File: src/rtl/gpio_ctrl_pkg.sv
// rtl/gpio_ctrl_pkg.sv - register offsets, register index enum and bus helpers for gpio_ctrl
//
// Shared by gpio_ctrl and its bench. Holds the 12-bit register offsets, the
// register-index enum produced by the address decoder, and two small helpers:
// offset decode and byte-enable to bit-mask expansion.

package gpio_ctrl_pkg;

    localparam logic [11:0] OFF_OUT        = 12'h000;
    localparam logic [11:0] OFF_IN         = 12'h004;
    localparam logic [11:0] OFF_IN_DBNC    = 12'h008;
    localparam logic [11:0] OFF_OUT_SET    = 12'h00C;
    localparam logic [11:0] OFF_OUT_CLR    = 12'h010;
    localparam logic [11:0] OFF_RISE_EN    = 12'h014;
    localparam logic [11:0] OFF_FALL_EN    = 12'h018;
    localparam logic [11:0] OFF_INTR_STATE = 12'h01C;

    typedef enum logic [3:0] {
        REG_OUT,
        REG_IN,
        REG_IN_DBNC,
        REG_OUT_SET,
        REG_OUT_CLR,
        REG_RISE_EN,
        REG_FALL_EN,
        REG_INTR_STATE,
        REG_NONE
    } reg_idx_e;

    // Exact match on the full 12-bit offset; misaligned or unlisted offsets
    // fall through to REG_NONE so they read 0 and ignore writes.
    function automatic reg_idx_e decode_offset(input logic [11:0] off);
        reg_idx_e idx;
        case (off)
            OFF_OUT:        idx = REG_OUT;
            OFF_IN:         idx = REG_IN;
            OFF_IN_DBNC:    idx = REG_IN_DBNC;
            OFF_OUT_SET:    idx = REG_OUT_SET;
            OFF_OUT_CLR:    idx = REG_OUT_CLR;
            OFF_RISE_EN:    idx = REG_RISE_EN;
            OFF_FALL_EN:    idx = REG_FALL_EN;
            OFF_INTR_STATE: idx = REG_INTR_STATE;
            default:        idx = REG_NONE;
        endcase
        return idx;
    endfunction

    function automatic logic [31:0] be_to_mask(input logic [3:0] be);
        return {{8{be[3]}}, {8{be[2]}}, {8{be[1]}}, {8{be[0]}}};
    endfunction

endpackage

File: src/rtl/gpio_dbnc.sv
// rtl/gpio_dbnc.sv - single-bit debouncer with a consecutive-cycle stability window
//
// Ports:
//   clk_i   clock, rising edge
//   rst_ni  asynchronous active-low reset
//   d_i     already-synchronised input bit
//   q_o     debounced bit
//
// q_o follows d_i only after d_i has differed from q_o for DbncCycles
// consecutive cycles; any cycle where they agree restarts the count.
// DbncCycles = 0 turns the block into a wire.

module gpio_dbnc #(
    parameter int DbncCycles = 500
) (
    input  logic clk_i,
    input  logic rst_ni,
    input  logic d_i,
    output logic q_o
);

    generate
        if (DbncCycles == 0) begin : g_bypass
            logic unused_clk;
            assign unused_clk = clk_i ^ rst_ni;
            assign q_o        = d_i;
        end else begin : g_count
            localparam int CntW = $clog2(DbncCycles + 1);
            localparam logic [CntW-1:0] CntLast = CntW'(DbncCycles - 1);

            logic [CntW-1:0] cnt_q;
            logic            q_q;

            // The update happens on the edge that samples the DbncCycles-th
            // differing cycle, so the counter only needs to reach DbncCycles-1.
            always_ff @(posedge clk_i or negedge rst_ni) begin
                if (!rst_ni) begin
                    cnt_q <= '0;
                    q_q   <= 1'b0;
                end else if (d_i != q_q) begin
                    if (cnt_q == CntLast) begin
                        q_q   <= d_i;
                        cnt_q <= '0;
                    end else begin
                        cnt_q <= cnt_q + CntW'(1);
                    end
                end else begin
                    cnt_q <= '0;
                end
            end

            assign q_o = q_q;
        end
    endgenerate

endmodule

File: src/rtl/gpio_ctrl.sv
// rtl/gpio_ctrl.sv - GPIO controller: registered outputs, synchronised and debounced inputs, edge interrupts
//
// Ports:
//   clk_i, rst_ni       clock (rising edge), asynchronous active-low reset
//   device_req_i        single-cycle bus request
//   device_addr_i       byte address, bits [11:0] decoded
//   device_we_i         1 = write, 0 = read
//   device_be_i         write byte enables
//   device_wdata_i      write data
//   device_rvalid_o     response, exactly one cycle after every request
//   device_rdata_o      read data (0 for writes, WO and unmapped offsets)
//   gp_i                asynchronous external inputs
//   gp_o                registered outputs (the OUT register)
//   irq_o               OR of INTR_STATE, driven from flops only

module gpio_ctrl
    import gpio_ctrl_pkg::*;
#(
    parameter int GpiWidth   = 8,
    parameter int GpoWidth   = 16,
    parameter int DbncCycles = 500
) (
    input  logic                clk_i,
    input  logic                rst_ni,
    input  logic                device_req_i,
    input  logic [31:0]         device_addr_i,
    input  logic                device_we_i,
    input  logic [3:0]          device_be_i,
    input  logic [31:0]         device_wdata_i,
    output logic                device_rvalid_o,
    output logic [31:0]         device_rdata_o,
    input  logic [GpiWidth-1:0] gp_i,
    output logic [GpoWidth-1:0] gp_o,
    output logic                irq_o
);

    logic [GpoWidth-1:0] out_q, out_d;
    logic [GpiWidth-1:0] sync1_q, sync2_q;
    logic [GpiWidth-1:0] dbnc, dbnc_prev_q;
    logic [GpiWidth-1:0] rise_en_q, rise_en_d;
    logic [GpiWidth-1:0] fall_en_q, fall_en_d;
    logic [GpiWidth-1:0] intr_q, intr_d, intr_clr, edge_set;
    logic                rvalid_q;
    logic [31:0]         rdata_q, rdata_d;

    reg_idx_e    idx;
    logic        wr;
    logic [31:0] wmask, wbits;

    assign idx   = decode_offset(device_addr_i[11:0]);
    assign wr    = device_req_i & device_we_i;
    assign wmask = be_to_mask(device_be_i);
    assign wbits = device_wdata_i & wmask;

    // Upper address bits and write-data bits above the register widths are
    // deliberately ignored.
    logic unused_bits;
    assign unused_bits = ^{device_addr_i[31:12], wmask, wbits};

    // Two-flop synchroniser on the asynchronous inputs.
    always_ff @(posedge clk_i or negedge rst_ni) begin
        if (!rst_ni) begin
            sync1_q <= '0;
            sync2_q <= '0;
        end else begin
            sync1_q <= gp_i;
            sync2_q <= sync1_q;
        end
    end

    for (genvar i = 0; i < GpiWidth; i++) begin : g_dbnc
        gpio_dbnc #(
            .DbncCycles(DbncCycles)
        ) u_dbnc (
            .clk_i (clk_i),
            .rst_ni(rst_ni),
            .d_i   (sync2_q[i]),
            .q_o   (dbnc[i])
        );
    end

    // Edges are taken on the debounced value against its own previous cycle.
    assign edge_set = (dbnc & ~dbnc_prev_q & rise_en_q)
                    | (~dbnc & dbnc_prev_q & fall_en_q);

    always_comb begin
        out_d     = out_q;
        rise_en_d = rise_en_q;
        fall_en_d = fall_en_q;
        intr_clr  = '0;
        if (wr) begin
            case (idx)
                REG_OUT:        out_d = (out_q & ~wmask[GpoWidth-1:0]) | wbits[GpoWidth-1:0];
                REG_OUT_SET:    out_d = out_q | wbits[GpoWidth-1:0];
                REG_OUT_CLR:    out_d = out_q & ~wbits[GpoWidth-1:0];
                REG_RISE_EN:    rise_en_d = (rise_en_q & ~wmask[GpiWidth-1:0]) | wbits[GpiWidth-1:0];
                REG_FALL_EN:    fall_en_d = (fall_en_q & ~wmask[GpiWidth-1:0]) | wbits[GpiWidth-1:0];
                REG_INTR_STATE: intr_clr = wbits[GpiWidth-1:0];
                default: ;
            endcase
        end
        // The set term is ORed in after the clear so a coincident edge wins.
        intr_d = (intr_q & ~intr_clr) | edge_set;
    end

    always_comb begin
        rdata_d = '0;
        if (device_req_i && !device_we_i) begin
            case (idx)
                REG_OUT:        rdata_d[GpoWidth-1:0] = out_q;
                REG_IN:         rdata_d[GpiWidth-1:0] = sync2_q;
                REG_IN_DBNC:    rdata_d[GpiWidth-1:0] = dbnc;
                REG_RISE_EN:    rdata_d[GpiWidth-1:0] = rise_en_q;
                REG_FALL_EN:    rdata_d[GpiWidth-1:0] = fall_en_q;
                REG_INTR_STATE: rdata_d[GpiWidth-1:0] = intr_q;
                default: ;
            endcase
        end
    end

    always_ff @(posedge clk_i or negedge rst_ni) begin
        if (!rst_ni) begin
            out_q       <= '0;
            rise_en_q   <= '0;
            fall_en_q   <= '0;
            intr_q      <= '0;
            dbnc_prev_q <= '0;
            rvalid_q    <= 1'b0;
            rdata_q     <= '0;
        end else begin
            out_q       <= out_d;
            rise_en_q   <= rise_en_d;
            fall_en_q   <= fall_en_d;
            intr_q      <= intr_d;
            dbnc_prev_q <= dbnc;
            rvalid_q    <= device_req_i;
            rdata_q     <= rdata_d;
        end
    end

    assign gp_o            = out_q;
    assign device_rvalid_o = rvalid_q;
    assign device_rdata_o  = rdata_q;
    assign irq_o           = |intr_q;

endmodule

File: config.mk
export PLATFORM = sky130hd
export DESIGN_NAME = gpio_ctrl
export DESIGN_NICKNAME = d
export VERILOG_FILES = /design/src/rtl/gpio_ctrl_pkg.sv /design/src/rtl/gpio_dbnc.sv /design/src/rtl/gpio_ctrl.sv
export SDC_FILE = /design/constraint.sdc
export NUM_CORES = 1
export LEC_CHECK = 0
export BUFFER_PORTS_ARGS = -buffer_cell sky130_fd_sc_hd__clkbuf_2
export CAP_MARGIN = 40
export CELL_PAD_IN_SITES_DETAIL_PLACEMENT = 0
export CELL_PAD_IN_SITES_GLOBAL_PLACEMENT = 2
export CORE_ASPECT_RATIO = 1.25
export CORE_MARGIN = 5
export CORE_UTILIZATION = 39
export CTS_BUF_LIST = sky130_fd_sc_hd__clkbuf_16
export DETAILED_ROUTE_END_ITERATION = 16
export GPL_TIMING_DRIVEN = 1
export PLACE_DENSITY_LB_ADDON = 0.15
export SLEW_MARGIN = 20
export SYNTH_ARGS = -nofsm -noshare
export SYNTH_HDL_FRONTEND = slang
export SYNTH_HIERARCHICAL = 1
export SYNTH_SLANG_ARGS = --single-unit
File: constraint.sdc
create_clock -name clk_i -period 3.5 [get_ports clk_i]
set_clock_uncertainty 0.05 [all_clocks]
set_input_delay 0.7 -clock clk_i [delete_from_list [all_inputs] [get_ports clk_i]]
set_output_delay 0.7 -clock clk_i [all_outputs]
set_load 0.01 [all_outputs]
==> results of run 1 <==
-- state kept, by name (all words and copies together) (netlist names), named ones only --
signal                       count
intr_q                           8
device_rvalid_o                  1
device_rdata_o                  16
dbnc_prev_q                      8
gp_o                            16
g_dbnc.u_dbnc/g_count.cnt_q     72
g_dbnc.u_dbnc/q_o                8
sync2_q                          8
sync1_q                          8
-- through the flow --
stage	power, mW	area [um^2]
floorplan	2.08	7540
detailed placement	2.18	8090
global route	4.14	8700
finish	3.97	8700
global placement	2.17	8090
CTS	4.02	8660
-- worst reg2reg max path, cell delays in order (launching register included) --
cell and delay [ns]:
dfrtp_1 0.39, ha_1 0.23, nand4bb_1 0.21, o21bai_1 0.42, nor2_1 0.10
-- cell families after synthesis --
| group | Yosys count | synth area share [%] |
|---|---|---|
| adders and majority gates | 8 | 1.34 |
| and+or+nand+nor | 233 | 17.8 |
| other | 1 | 0.0501 |
| DFF | 161 | 53.8 |
| xor gates and xnor gates | 32 | 3.75 |
| buffers and inverters | 52 | 3.63 |
| muxes | 40 | 5.89 |
| AOI/OAI and AO/OA | 146 | 13.8 |
-- routing by layer --
metal | up-vias | share of wire (%) | GRT usage (%)
met2 | 98 | 52 | 29.0
met3 | 25 | 3.8 | 3.87
met1 | 2731 | 43 | 21.1
met5 | - | 0 | 0
met4 | 0 | 1.8 | 5.29
li1 | 2596 | - | -
-- layout make-up --
cell class / count / share of cell area, %
Tap cell: 232 / 3.34
Multi-Input combinational cell: 475 / 37.3
Clock inverter: 15 / 1.74
Clock buffer: 17 / 4.89
Timing Repair Buffer: 88 / 5.77
Inverter: 16 / 0.690
Sequential cell: 161 / 46.3
-- worst paths after layout --
check / startpoint / end / slack [ns] / cells past startpoint
max reg2reg: g_dbnc[7].u_dbnc/g_count.cnt_q[0] / g_dbnc[7].u_dbnc/g_count.cnt_q[0] / 1.97 / 4
max in group asynchronous: rst_ni / dbnc_prev_q[1] / 1.80 / 4
min in group asynchronous: rst_ni / g_dbnc[6].u_dbnc/g_count.cnt_q[5] / 0.60 / 2
max: intr_q[3] / irq_o / 1.14 / 3
min reg2reg: sync1_q[4] / sync2_q[4] / 0.30 / 0
min: sync1_q[4] / sync2_q[4] / 0.30 / 0
-- placed cells by master (no fill, tap or decap), drive strengths merged, types with 9 or more instances in the layout --
| cell type | synthesis | layout |
|---|---|---|
| dfrtp | 161 | 161 |
| clkbuf | 10 | 91 |
| nor2 | 53 | 53 |
| nand2 | 50 | 50 |
| o21ai | 33 | 33 |
| mux2 | 32 | 32 |
| xnor2 | 24 | 24 |
| inv | 16 | 18 |
| nand3 | 18 | 18 |
| or3 | 17 | 17 |
| o2111ai | 16 | 16 |
| a22o | 16 | 16 |
| conb | 1 | 16 |
| a21oi | 16 | 16 |
| nand2b | 14 | 14 |
| a211oi | 13 | 13 |
| buf | 26 | 13 |
| nor2b | 11 | 11 |
| nand4 | 10 | 10 |
| nand3b | 10 | 10 |
| or4 | 10 | 10 |
| and2 | 9 | 9 |
| a211o | 9 | 9 |
-- power by group through the flow --
stage / clock network [mW] / logic (mW) / registers (mW)
final: 1.82 / 0.220 / 1.92
after global routing: 1.97 / 0.249 / 1.93
after CTS: 1.88 / 0.220 / 1.92
after detailed placement: 0 / 0.219 / 1.96
after global placement: 0 / 0.213 / 1.96
after floorplan: 0 / 0.125 / 1.95
==> impl_metrics.csv, run 1 <==
group,metric,value,unit
status,outcome,"finished clean",
synth,synth_seq_cells,161,
cts,hold_buffers,0,
critical_path,cp.arrival,1.61,ns
synth,ys.flop_type,"dfrtp_1",
timing,worstMarginPinSlew,0.644,ns
timing,relSlewSlack,57.1,%
timing,worst_slack,1.14,ns
critical_path,max_stage_delay,0.46,ns
power,clock_power_share,46.0,%
power,p_leak,3.73,nW
floorplanning,dieArea,22100,um^2
synth,yosysTopAreaCellShare,53.8,%
critical_path,cp.required,2.75,ns
cts,cts-htree-levels,4,
power,swShare,22.4,%
timing,final_max_slew_viol_count,0,
grt,track_usage,16.8,%
critical_path,cp_top_family,"simple AND/OR/NAND/NOR gates",
drt,routed_via_density,5.43,
floorplanning,fp.dieW,134,um
critical_path,critPathCaptureType,"output port",
grt,overflow,0,
power,p_per_area,456,nW/um^2
synth,postSynthCellCount,673,
final_layout,n_fill_cell,1754,
timing,finalCritPeriodShare,67.3,%
grt,grt_max_degree,85,
place,hpwl,12.6,mm
drt,wirelength,17.9,mm
cts,cts_root_buffer,"clkbuf_16",
timing,period_minus_slack,2.36,ns
grt,first_global_vias,5692,
synth,synth_common_cells,"dfrtp_1, nor2_1, nand2_1, mux2_2",
timing,whs,0.296,ns
cts,cts_sinks,161,
power,p_comb_share,5.5,%
floorplanning,pin_count,130,
final_layout,final_cells,1004,
place,portBuffers,75,
timing,hold_viol,0,
synth,syn-mean-instance-area,11.1,um^2
final_layout,syn2layout_area_growth,16.3,%
critical_path,cp_slowest_cell,"nor4_1",
cts,cts_buffer_depth,2,
floorplanning,core,18800,um^2
final_layout,finish.utilization,46.2,%
cts,post_cts_buffers,0,
place,pre_cts_slack,0.828,ns
synth,synth_area,7480,um^2
synth,synth_most_common_cell,"dfrtp_1",
grt,antenna_found_initial,0,
synth,ys.warnings.count,6,
synth,async_flop_share,100,%
power,seqPwrFrac,48.5,%
drt,wire_per_inst,17.8,um
drt,vias,5450,
cts,cts_resized,0,
final_layout,num_antenna_cells,0,
drt,drt_iter0_drc,275,
final_layout,nNetsFinal,847,
power,p_sw,888,uW
power,p_int,3.08,mW
synth,ys_types,51,
floorplanning,die_h,165,um
power,irDropWorstVdd,317,uV
floorplanning,rows,56,
synth,synth_area_leaders,"dfrtp_1, mux2_2, xnor2_1",
critical_path,crit_buf_inv,1,
synth,ys_seq_area_share,53.8,%
final_layout,seqCellArea,4030,um^2
timing,grt_setup_unrepaired,"no",
cts,cts_tree,"yes",
cts,numCtsBuffers,17,
place,gp_congestion,0.792,
critical_path,critPathLaunchType,"register",
cts,clk_pin_slew,0.06,ns
critical_path,crit_type,"reg2out",
min_path,worstHoldPathType,"reg2reg",
grt,grt_pass1_wl,29.5,mm
critical_path,crit_chain,"nor4_1, nand2_1, clkbuf_2",
timing,setup_viol,0,
drt,ant_nets,0,
synth,synth_top_cell_by_area,"dfrtp_1",
flow_run,max_cap_viol_count,0,
synth,synth_edf_count,0,
timing,max_freq,424,MHz
floorplanning,start_util,39.7,%
place,placed_cells,970,
drt,firstDrtPassIters,4,
final_layout,multi_input_area,3240,um^2
drt,drc_errors,0,
critical_path,worst-path-max-fanout,3,
timing,setup_tns,0,ns
cts,clk-insertion-delay-late,0.41,ns
final_layout,drive_gt1_share,20.6,%
Note: power is estimated with default switching activity, not from simulation.
==> run 2, diff against run 1 <==
- CORE_UTILIZATION: 39 -> 36
- clock period: 3.5 -> 2.2 ns (I/O delays scaled with it)
==> run 2 against run 1 <==
Worst setup slack lost 0.93 ns. Sequential share of layout area shrank 0.76 points. Power grew 56%. Cell count rose by 5.9%. Register-to-register slack worse by 1.3 ns. Critical path type unchanged. Largest power group unchanged. Highest routed layer unchanged.
==> impl_metrics.csv, run 2 (synthesis results as in run 1) <==
group,metric,value,unit
final_layout,multi_input_area,3240,um^2
min_path,hold_end,"sync1_q[6]",
timing,setup_viol,0,
status,outcome,"finished clean",
timing,whs,0.0722,ns
critical_path,cp.arrival,1.50,ns
critical_path,cp.required,1.71,ns
grt,grt_max_degree,50,
power,seqPwrFrac,49.6,%
drt,drc_errors,0,
floorplanning,rows,59,
timing,finalCritPeriodShare,90.4,%
final_layout,nNetsFinal,862,
cts,clk-insertion-delay-late,0.42,ns
final_layout,syn2layout_area_growth,18.2,%
place,gp_congestion,0.800,
floorplanning,dieArea,23800,um^2
floorplanning,fp.dieW,139,um
cts,post_cts_buffers,0,
grt,first_global_vias,5546,
cts,cts-htree-levels,4,
cts,cts_buffer_depth,2,
drt,ant_nets,0,
drt,wirelength,17.9,mm
critical_path,worst-path-max-fanout,3,
timing,hold_viol,0,
critical_path,r2r-end,"g_dbnc[3].u_dbnc/g_count.cnt_q[4]",
drt,drt_iter0_drc,333,
min_path,worstHoldPathType,"in2reg",
place,portBuffers,75,
cts,numCtsBuffers,17,
min_path,hold_depth,1,
cts,cts_root_buffer,"clkbuf_16",
final_layout,final_common_cell,"dfrtp_1",
power,p_sw,1.48,mW
final_layout,largest_reg_flops,72,
power,swShare,23.9,%
drt,vias,5455,
power,p_int,4.70,mW
drt,wire_per_inst,16.8,um
final_layout,seqCellArea,4030,um^2
floorplanning,start_util,36.2,%
cts,cts_tree,"yes",
critical_path,crit_type,"reg2out",
final_layout,drive_gt1_share,22.1,%
grt,track_usage,15.3,%
timing,grt_setup_unrepaired,"no",
critical_path,r2r_cells,4,
drt,routed_via_density,5.13,
power,irDropWorstVdd,528,uV
final_layout,finish.utilization,42.8,%
timing,max_freq,503,MHz
critical_path,critPathCaptureType,"output port",
critical_path,critPathLaunchType,"register",
final_layout,layout_common_cells,"dfrtp_1, clkbuf_2, nor2_1",
flow_run,max_cap_viol_count,0,
power,p_leak,3.78,nW
grt,grt_pass1_wl,29.1,mm
cts,clk_pin_slew,0.06,ns
timing,period_minus_slack,1.99,ns
critical_path,r2r_start,"g_dbnc[3].u_dbnc/g_count.cnt_q[0]",
critical_path,regToRegSetupSlack,0.67,ns
power,p_comb_share,5.9,%
final_layout,n_fill_cell,2024,
final_layout,top_register,"g_dbnc.u_dbnc/g_count.cnt_q",
grt,antenna_found_initial,1,
floorplanning,pin_count,130,
power,power,6.17,mW
timing,final_max_slew_viol_count,0,
grt,overflow,0,
floorplanning,die_h,171,um
floorplanning,core,20700,um^2
min_path,worstHoldStart,"gp_i[6]",
power,p_per_area,698,nW/um^2
place,hpwl,13.0,mm
drt,firstDrtPassIters,4,
power,clock_power_share,44.6,%
cts,cts_sinks,161,
[run 2: per-stage QoR]
| step | cells | cell area (um^2) | worst slack, ns | setup TNS [ns] |
|---|---|---|---|---|
| finish | 1063 | 8850 | 0.211 | 0 |
| detailed placement | 1028 | 8290 | -0.0433 | -0.260 |
| global placement | 1028 | 8290 | -0.0458 | -0.236 |
| floorplan | 688 | 7540 | 0.162 | 0 |
| global route | 1062 | 8840 | 0.0950 | 0 |
| CTS | 1061 | 8840 | 0.166 | 0 |
[run 2: power by group through the flow]
stage	Combinational (mW)	Clock, mW	Sequential, mW
finish	0.363	2.75	3.06
CTS	0.371	2.86	3.06
floorplan	0.199	0	3.11
global placement	0.361	0	3.11
detailed placement	0.367	0	3.12
global route	0.406	3.01	3.07
[run 2: worst max-delay path by stage]
stage / start / end
2_1_floorplan: device_addr_i[9] / intr_q[0]
3_3_place_gp: device_addr_i[9] / intr_q[0]
3_5_place_dp: device_addr_i[9] / intr_q[1]
4_1_cts: intr_q[7] / irq_o
5_1_grt: intr_q[7] / irq_o
6_report: intr_q[7] / irq_o
[run 2: final cells by class]
cell class              count  share of cell area (%)
well taps                 274                    3.87
multi-input cells         475                    36.7
clock buffers              17                    4.81
flip-flops and latches    161                    45.5
inverters                  16                   0.679
diodes                      2                  0.0566
clock inverters            15                    1.37
repair buffers            103                    7.00
[run 2: per-layer routing]
layer,global-route usage [%],vias up,share of wire [%]
met1,18.6,2728,42
met2,27.1,74,54
li1,-,2644,-
met3,3.53,9,3.5
met5,0,-,0
met4,4.85,0,1.1
[run 2: what timing repair did]
item,in CTS,in global routing
resized for setup,0,0
hold endpoints to repair,45,0
hold buffers,1,0
[run 2: critical path, stage by stage (launching register included)]
cell,delay (ns)
dfrtp_1,0.40
nor4_1,0.42
nand2_1,0.12
clkbuf_2,0.15
==> run 3, diff against run 2 <==
- SETUP_SLACK_MARGIN: not set -> 0.4
==> run 3 against run 2 <==
Clock power rose by 11%. Final area up 0.30%. Cell count shrank 1.0%. Non-clock buffer count down 8. Sequential power is essentially flat. Largest power group unchanged.
==> impl_metrics.csv, run 3 (synthesis results as in run 1) <==
group,metric,value,unit
critical_path,cp_top_family,"simple AND/OR/NAND/NOR gates",
final_layout,top_register,"g_dbnc.u_dbnc/g_count.cnt_q",
critical_path,worstSetupEndpoint,"irq_o",
critical_path,critPathCaptureType,"output port",
drt,route.met2.wl,8.77,mm
timing,final_max_slew_viol_count,0,
drt,wl_met3,738,um
cts,numCtsBuffers,17,
critical_path,max_stage_delay,0.40,ns
final_layout,layout_common_cells,"dfrtp_1, clkbuf_2, nor2_1",
critical_path,r2r_cells,4,
place,hpwl,12.9,mm
critical_path,path_depth,3,
floorplanning,rows,59,
flow_run,max_cap_viol_count,0,
final_layout,nNetsFinal,854,
cts,clk-insertion-delay-late,0.42,ns
floorplanning,core,20700,um^2
power,p_leak,3.77,nW
critical_path,regToRegSetupSlack,0.61,ns
place,portBuffers,75,
timing,hold_viol,0,
drt,ant_nets,0,
drt,drt_iter0_drc,231,
drt,vias,5511,
grt,track_usage,15.7,%
critical_path,crit_buf_inv,1,
drt,wl_met1,8.07,mm
critical_path,cp.required,1.71,ns
power,power,6.48,mW
critical_path,r2r_start,"g_dbnc[5].u_dbnc/g_count.cnt_q[0]",
final_layout,largest_reg_flops,72,
grt,antenna_found_initial,0,
final_layout,drive_gt1_share,22.2,%
grt,grt_pass1_wl,30.1,mm
cts,cts_sinks,161,
drt,wirelength,18.0,mm
timing,setup_viol,0,
drt,top_layer,"met4",
status,outcome,"finished clean",
cts,post_cts_buffers,0,
final_layout,final_common_cell,"dfrtp_1",
critical_path,cp.arrival,1.39,ns
cts,cts_tree,"yes",
grt,overflow,0,
timing,grt_setup_unrepaired,"yes",
cts,clk_pin_slew,0.07,ns
critical_path,crit_type,"reg2out",
cts,cts_buffer_depth,2,
drt,drc_errors,0,
grt,first_global_vias,5844,
timing,finalCritPeriodShare,85.2,%
drt,wire_per_inst,17.1,um
final_layout,syn2layout_area_growth,18.6,%
timing,max_freq,533,MHz
cts,cts-htree-levels,4,
timing,setup_tns,0,ns
cts,cts_root_buffer,"clkbuf_16",
drt,firstDrtPassIters,4,
timing,period_minus_slack,1.88,ns
place,gp_congestion,0.782,
min_path,worstHoldStart,"gp_i[0]",
floorplanning,start_util,36.2,%
critical_path,crit_chain,"nor4_2, nand2_1, clkbuf_2",
floorplanning,dieArea,23800,um^2
drt,routed_via_density,5.24,
grt,grt_max_degree,48,
power,irDropWorstVdd,594,uV
floorplanning,pin_count,130,
critical_path,worst-path-max-fanout,3,
power,p_per_area,730,nW/um^2
final_layout,num_antenna_cells,0,
critical_path,cp_slowest_cell,"dfrtp_1",
min_path,worstHoldPathType,"in2reg",
critical_path,r2r-end,"g_dbnc[5].u_dbnc/g_count.cnt_q[2]",
floorplanning,die_h,171,um
critical_path,crit_start,"intr_q[3]",
floorplanning,fp.dieW,139,um
critical_path,critPathLaunchType,"register",
==> run 3: how the worst min path moves through the flow <==
stage | slack, ns | endpoint | cells after the start
detailed placement | 0.29 | sync2_q[0] | 0
floorplan | 0.09 | asynchronous set/reset pin | 0
CTS | 0.05 | sync1_q[0] | 1
global placement | 0.28 | sync2_q[4] | 0
global route | 0.04 | sync1_q[0] | 1
finish | 0.07 | sync1_q[0] | 1
==> run 3: stage by stage <==
| stage | utilization (%) | cells | worst slack (ns) | hold slack (ns) | area [um^2] |
|---|---|---|---|---|---|
| 4_1_cts | 42.9 | 1052 | 0.279 | 0.0474 | 8870 |
| 3_5_place_dp | 39.9 | 1020 | 0.0296 | 0.286 | 8250 |
| 5_1_grt | 42.9 | 1052 | 0.245 | 0.0448 | 8870 |
| 2_1_floorplan | - | 688 | 0.272 | 0.0944 | 7570 |
| 3_3_place_gp | 39.9 | 1020 | 0.0600 | 0.284 | 8250 |
| 6_report | 42.9 | 1052 | 0.325 | 0.0709 | 8870 |
==> run 3: where the power goes <==
part	leakage (nW)	internal [mW]	total, mW	switching [mW]
combinational	1.34	0.139	0.361	0.222
sequential	2.15	3.01	3.06	0.0464
clock	0.286	1.80	3.06	1.26
==> run 3: what timing repair did <==
action,CTS,global route
endpoints found under the setup margin,1,1
hold buffers,1,0
hold endpoints to repair,44,0
pin swaps,0,0
resized for setup,1,0
==> run 3: metal layers <==
metal  global-route usage [%]  up-vias
met3                     3.73       24
met5                        0        -
li1                         -     2616
met4                     5.40        0
met1                     20.1     2753
met2                     26.2      118
==> run 3: final cells by class <==
type | count | area [um^2]
fill | 2029 | 11800
sequential | 161 | 4030
multi-input combinational | 475 | 3260
timing repair buffer | 95 | 572
clock buffer | 17 | 425
tap | 274 | 343
clock inverter | 14 | 180
inverter | 16 | 60.1
